$ cat src/rtl/fetch_stage.sv
// fetch_stage: instruction-fetch stage and IF/ID pipeline register.
// Owns the PC, issues instruction-memory requests, and latches the fetched
// word plus PC+2 for decode. Handles hazard stalls, execute-stage redirects,
// multicycle memory waits (discarding the stale response after a redirect)
// and freezes after a decoded halt until reset.
//
// Memory handshake: imem_req_o is the request valid and imem_ready_i is the
// response strobe for the address on imem_addr_o. A transfer completes on any
// rising edge where imem_req_o && imem_ready_i. While imem_req_o is high and
// imem_ready_i is low, imem_addr_o is held stable and fetch_stall_o is high.
// imem_data_i is only looked at on a completing edge.
module fetch_stage #(
    parameter logic [15:0] RESET_PC  = 16'h0000,
    parameter logic [15:0] NOP_INSTR = 16'h0800
) (
    input  logic        clk,
    input  logic        rst_n,
    input  logic        stall_i,
    input  logic        redirect_i,
    input  logic [15:0] redirect_pc_i,
    input  logic        halt_d_i,
    output logic        imem_req_o,
    output logic [15:0] imem_addr_o,
    input  logic [15:0] imem_data_i,
    input  logic        imem_ready_i,
    output logic [15:0] instruction_d,
    output logic [15:0] pc_plus2_d,
    output logic        valid_d,
    output logic        fetch_stall_o,
    output logic [1:0]  state_dbg
);

    // RUN: normal fetching. DRAIN: a request was abandoned by a redirect and
    // its response must be swallowed before the new target can be requested.
    // HALTED: fetch permanently stopped until reset.
    typedef enum logic [1:0] {
        ST_RUN    = 2'd0,
        ST_DRAIN  = 2'd1,
        ST_HALTED = 2'd2
    } state_t;

    state_t      state_q, state_n;
    logic [15:0] pc_q, pc_n;
    logic [15:0] stale_addr_q, stale_addr_n;
    logic [15:0] instr_q, instr_n;
    logic [15:0] pc_plus2_q, pc_plus2_n;
    logic        valid_q, valid_n;
    logic [15:0] pc_inc;

    // 16-bit modulo increment; 16'hFFFE wraps to 16'h0000.
    assign pc_inc = pc_q + 16'd2;

    // Request/address outputs depend only on state, so the address stays
    // stable across wait cycles.
    always_comb begin
        imem_req_o    = (state_q != ST_HALTED);
        imem_addr_o   = (state_q == ST_DRAIN) ? stale_addr_q : pc_q;
        fetch_stall_o = imem_req_o & ~imem_ready_i;
    end

    assign instruction_d = instr_q;
    assign pc_plus2_d    = pc_plus2_q;
    assign valid_d       = valid_q;
    assign state_dbg     = state_q;

    // Next-state and IF/ID update; priority in RUN is
    // redirect > stall > halt > ready/wait.
    always_comb begin
        state_n      = state_q;
        pc_n         = pc_q;
        stale_addr_n = stale_addr_q;
        instr_n      = instr_q;
        pc_plus2_n   = pc_plus2_q;
        valid_n      = valid_q;

        case (state_q)
            ST_RUN: begin
                if (redirect_i) begin
                    // Flush the wrong-path instruction. If the in-flight
                    // request has not completed, remember it so its late
                    // response can be discarded.
                    pc_n    = redirect_pc_i;
                    instr_n = NOP_INSTR;
                    valid_n = 1'b0;
                    if (!imem_ready_i) begin
                        stale_addr_n = pc_q;
                        state_n      = ST_DRAIN;
                    end
                end else if (stall_i) begin
                    // Hold everything; a response arriving now is refetched.
                end else if (halt_d_i && valid_q) begin
                    state_n = ST_HALTED;
                    instr_n = NOP_INSTR;
                    valid_n = 1'b0;
                end else if (imem_ready_i) begin
                    instr_n    = imem_data_i;
                    pc_plus2_n = pc_inc;
                    valid_n    = 1'b1;
                    pc_n       = pc_inc;
                end else begin
                    // Memory wait: one bubble per wait cycle.
                    instr_n = NOP_INSTR;
                    valid_n = 1'b0;
                end
            end

            ST_DRAIN: begin
                // IF/ID already holds the bubble from the redirect edge.
                // Only a newer redirect target is accepted here.
                if (redirect_i) begin
                    pc_n = redirect_pc_i;
                end
                if (imem_ready_i) begin
                    state_n = ST_RUN;
                end
            end

            ST_HALTED: begin
                // Frozen until reset.
            end

            default: begin
                state_n = ST_RUN;
            end
        endcase
    end

    // State, PC and IF/ID registers with synchronous active-low reset.
    always_ff @(posedge clk) begin
        if (!rst_n) begin
            state_q      <= ST_RUN;
            pc_q         <= RESET_PC;
            stale_addr_q <= RESET_PC;
            instr_q      <= NOP_INSTR;
            pc_plus2_q   <= 16'h0000;
            valid_q      <= 1'b0;
        end else begin
            state_q      <= state_n;
            pc_q         <= pc_n;
            stale_addr_q <= stale_addr_n;
            instr_q      <= instr_n;
            pc_plus2_q   <= pc_plus2_n;
            valid_q      <= valid_n;
        end
    end

endmodule
$ cat config.mk
export PLATFORM = sky130hd
export DESIGN_NAME = fetch_stage
export DESIGN_NICKNAME = d
export VERILOG_FILES = /design/src/rtl/fetch_stage.sv
export SDC_FILE = /design/constraint.sdc
export NUM_CORES = 1
export LEC_CHECK = 0
export ABC_AREA = 0
export BUFFER_PORTS_ARGS = -buffer_cell sky130_fd_sc_hd__buf_2
export CAP_MARGIN = 5
export CORE_MARGIN = 5
export CORE_UTILIZATION = 46
export DETAILED_ROUTE_END_ITERATION = 16
export HOLD_SLACK_MARGIN = 0.03
export PLACE_DENSITY = 0.87
export SYNTH_ARGS = -nofsm -noshare
export SYNTH_HDL_FRONTEND = slang
export SYNTH_SLANG_ARGS = --single-unit
$ cat constraint.sdc
create_clock -name clk -period 1.7 [get_ports clk]
set_input_delay 0.255 -clock clk [delete_from_list [all_inputs] [get_ports clk]]
set_output_delay 0.255 -clock clk [all_outputs]
set_load 0.005 [all_outputs]
### After elaboration in Yosys (flattened, before gate mapping)

Cells that the tools add are included.

| storage, ports and cells | value |
|---|---|
| output and inout port bits | 53 |
| bits of input ports | 38 |
| register bits after elaboration | 67 |
| word-level logic and storage cells | 53 |

| operators by class | value |
|---|---|
| bitwise operators | 6 |
| add/subtract/negate cells | 1 |
| mux-type cells | 21 |
| equal/unequal tests | 11 |
| reductions and logical operators | 8 |

Operators by type and width:

| operator | count |
|---|---|
| two-way mux 16 bit | 10 |
| case mux 16 bit (2 select lines) | 1 |
| adder 16 x 2 -> 16 bit (second input constant) | 1 |
| != test 3 bit (second input constant) | 5 |
| AND reduction 5 bit | 3 |
| two-way mux 2 bit | 5 |
| != test 2 bit (second input constant) | 3 |
| case mux 2 bit (3 select lines) | 1 |
| inverter 1 bit | 5 |
| two-way mux 1 bit | 4 |
| AND reduction 3 bit | 1 |
| equality test 2 x 1 -> 1 bit (second input constant) | 1 |
| equality test 2 bit (second input constant) | 1 |
| logical NOT 2 bit | 1 |
| != test 2 x 1 -> 1 bit (second input constant) | 1 |
| AND reduction 2 bit | 1 |
| nonzero test 2 bit | 1 |
| AND 1 bit | 1 |
| logical AND 1 bit | 1 |

### Depth between registers and ports, before layout

| depth | value |
|---|---|
| depth in word-level cells | 6 |
| gate-level depth with buffers | 7 |
| gate-level depth less buffers | 5 |

### Worst setup path after synthesis

OpenSTA, ideal clock, no wires.

| timing | value |
|---|---|
| path type | register to output |
| start point | register state_q[0], in the netlist state_dbg[0] |
| end point | output port imem_addr_o[0] |
| arrival | 1352 ps |
| data required time | 1445 ps |
| setup slack | 93 ps |
| path buffers | 2 |
| stages on the path, launching flop included | 5 |
| cell sequence | dfxtp_1 -> nor2b_1 -> buf_2 -> buf_2 -> mux2_2 |

| on the way | value |
|---|---|
| word-level cells in the longest chain between the ends | 2 |

Ends and longest elaborated chain:

| what | line | text |
|---|---|---|
| start, declared | 42 | `state_t state_q, state_n;` |
| start signal, assigned | 138 | `state_q <= state_n;` |
| equality test 2 x 1 -> 1 bit | 57 | `imem_addr_o = (state_q == ST_DRAIN) ? stale_addr_q : pc_q;` |
| two-way mux 16 bit | 57 |  |
| end, declared | 23 | `output logic [15:0] imem_addr_o,` |

Every way passes these cells.

### Worst setup path after layout

| timing | value |
|---|---|
| start point | register state_q[1], in the netlist state_dbg[1] |
| end point | output port imem_addr_o[0] |

The elaborated chain is that of the path after synthesis.

==> run summary <==
H-tree levels -> 3
Final nets -> 513
I/O Buffers -> 90
Post-DP HPWL -> 6210 um
Worst r2r src -> pc_q[4]$_SDFFE_PN0P_
Commonest cells after routing, fill and taps aside -> buf_2, dfxtp_1, nand2_1
Largest net degree at the start of global routing -> 38
Vias -> 3257
Drt wl/cell -> 16.9 um
Post-synth EDFFs -> 0
Worst hold start -> imem_data_i[14]
Core Area -> 6460 um2
Layout cells sized above 1 -> 0.362
Dpl cell area -> 3740 um2
IO Count -> 91
Max IR drop VDD -> 583 uV
Pre-antenna DRT Iters -> 5
RSZ-0062 raised after global routing -> yes
Worst EP required -> 1.44 ns
CTS Sinks -> 67
Worst Skew -> 0.00364 ns
Placed cells -> 533
Vias in the first global route -> 3114
Initial DRC count -> 258
Cell Pwr Density -> 859 nW/um2
Main flop type after synthesis -> dfxtp_1
Via density -> 5.87
WP data arrival -> 1.57 ns
Commonest non-fill, non-tap cell in the layout -> buf_2
Avg Inst Size Synth -> 8.40 um2
Fin. max-slew vios -> 0
Worst-path maximum fanout -> 6
CP max stage delay -> 0.35 ns
Final setup violation count -> 16
Seq/Total Area, Yosys -> 0.434
Synth warn -> 0
Row cnt -> 29
Drc violations -> 0
Worst min-delay path category -> in -> reg
Crit path launch -> state_dbg[1]$_SDFFE_PN0P_
First-pass GRT wire length -> 15000 um
Syn nets -> 407
Initial antenna violation count -> 0
Die H -> 92.0 um
Synthesized instance count -> 368
Hold-fix buffers, CTS -> 0
Pleak -> 1.75 nW
Worst-skew pair later-pin latency -> 0.34 ns
CP max-delay cell -> dfxtp_4
FFs w/ async S/R, synth -> 0
Worst-path cell chain -> nor2b_4 -> clkbuf_16 -> mux2_4 -> buf_6
Slew headroom -> 0.563
Post-synthesis register bit count -> 67
PnR worst setup slack -> -0.129 ns
Cell area after synthesis -> 3090 um2
Post-route ant nets -> 0
Status -> complete, but fails checks
Num CTS Buffers -> 9
Kind of critical path -> reg -> out
Die area -> 8460 um2
GR Overflow Total -> 0
Routed WL -> 9400 um
CTS tree -> done
Clock transition at path regs -> 0.07 ns
Maximum buffer depth of the clock tree -> 2
Hold Slack -> 0.146 ns
Period Utilization, post-route -> 1.08
Die width -> 92.0 um
GP Congestion -> 0.935
Synth unique cells -> 49
Slew @ Worst Pin -> 0.655 ns
GR Util All Layers -> 0.219
Starting Density -> 0.479
Root Buffer -> clkbuf_8
Finished Cell Area -> 4210 um2
Startpoint types -> register
Crit path time final -> 1.83 ns
Critical Path End Type -> primary output
Max-cap viol count -> 0
Highest clock rate -> 547 MHz
Final Hold Vio Count -> 0
ANT cells -> 0
Failing checks -> negative setup slack
Area growth syn-to-layout -> 36.2%
Post-layout power -> 3.62 mW
Fin cells -> 555
## registers in the layout, summed over array words and instances (netlist names)
signal and count:
stale_addr_q 16, pc_q 16, valid_d 1, pc_plus2_d 16, instruction_d 16, state_dbg 2
## per-stage QoR
stage / util / TNS, ns / setup slack, ns
2_1_floorplan: - / 0 / 0.0933
3_3_place_gp: 0.579 / 0 / 0.154
3_5_place_dp: 0.579 / 0 / 0.0789
4_1_cts: 0.646 / -1.69 / -0.131
5_1_grt: 0.652 / -2.41 / -0.177
6_report: 0.652 / -1.54 / -0.129
## Yosys cell counts, drive strengths merged, types with 5 or more instances
cell	count	area [um2]
a211oi	7	52.6
a21oi	30	150
a22oi	18	135
buf	19	93.8
clkbuf	15	58.8
dfxtp	67	1340
mux2	14	158
nand2	49	184
nand3	10	50.1
nor2	34	128
nor3	13	70.1
nor4	8	56.3
o211ai	5	37.5
o21ai	14	70.1
o32ai	5	43.8
xnor2	8	70.1
## worst max-delay path, delay by kind of cell (launching register included)
family,cells,cell delay [ns]
flip-flops,1,0.35
buffers and inverters,2,0.33
multiplexers,1,0.30
AND/OR/NAND/NOR,1,0.24
## area by class of cell
cell class	instances	area (um2)
clock buffer	13	159
inverter	5	18.8
fill	530	2250
multi-input combinational	262	1670
tap	77	96.3
sequential	67	1350
clock inverter	2	35.0
timing repair buffer	129	880
## final timing paths
kind | end | slack [ns] | cells past startpoint
worst max register to register | pc_q[8]$_SDFFE_PN0P_ | 0.05 | 4
worst max-delay path | imem_addr_o[0] | -0.13 | 4
worst min-delay path | instruction_d[14]$_SDFFE_PN0P_ | 0.15 | 3
worst min register to register | stale_addr_q[15]$_SDFFE_PN0P_ | 0.46 | 2
## logic make-up (layout without fill, tap and decap cells)
| family | count (synthesis) | count (layout) | share of synthesized area |
|---|---|---|---|
| fa+ha+maj | 1 | 1 | 0.00405 |
| buf+inv | 39 | 149 | 0.0554 |
| compound gates | 100 | 100 | 0.214 |
| xor+xnor | 11 | 11 | 0.0312 |
| flops | 67 | 67 | 0.434 |
| mux | 17 | 17 | 0.0607 |
| simple gates | 133 | 133 | 0.201 |
## timing repair
item,4_1_cts,5_1_grt
gates resized for setup,39,11
buffers inserted,6,0
pin swaps,2,2
setup endpoints to repair,16,28
cloned,1,0
## metal layers
metal,track usage,vias up,part of all wire
li1,-,1530,-
met1,0.263,1535,0.41
met2,0.367,168,0.48
met3,0.0827,24,0.096
met4,0.0619,0,0.015
met5,0,-,0
## power by group
part	switching [mW]	leakage, nW	internal (mW)
combinational	0.303	1.10	0.297
sequential	0.0512	0.547	1.63
clock	0.582	0.0995	0.749
total	0.935	1.75	2.68
(Power assumes the default switching activity.)
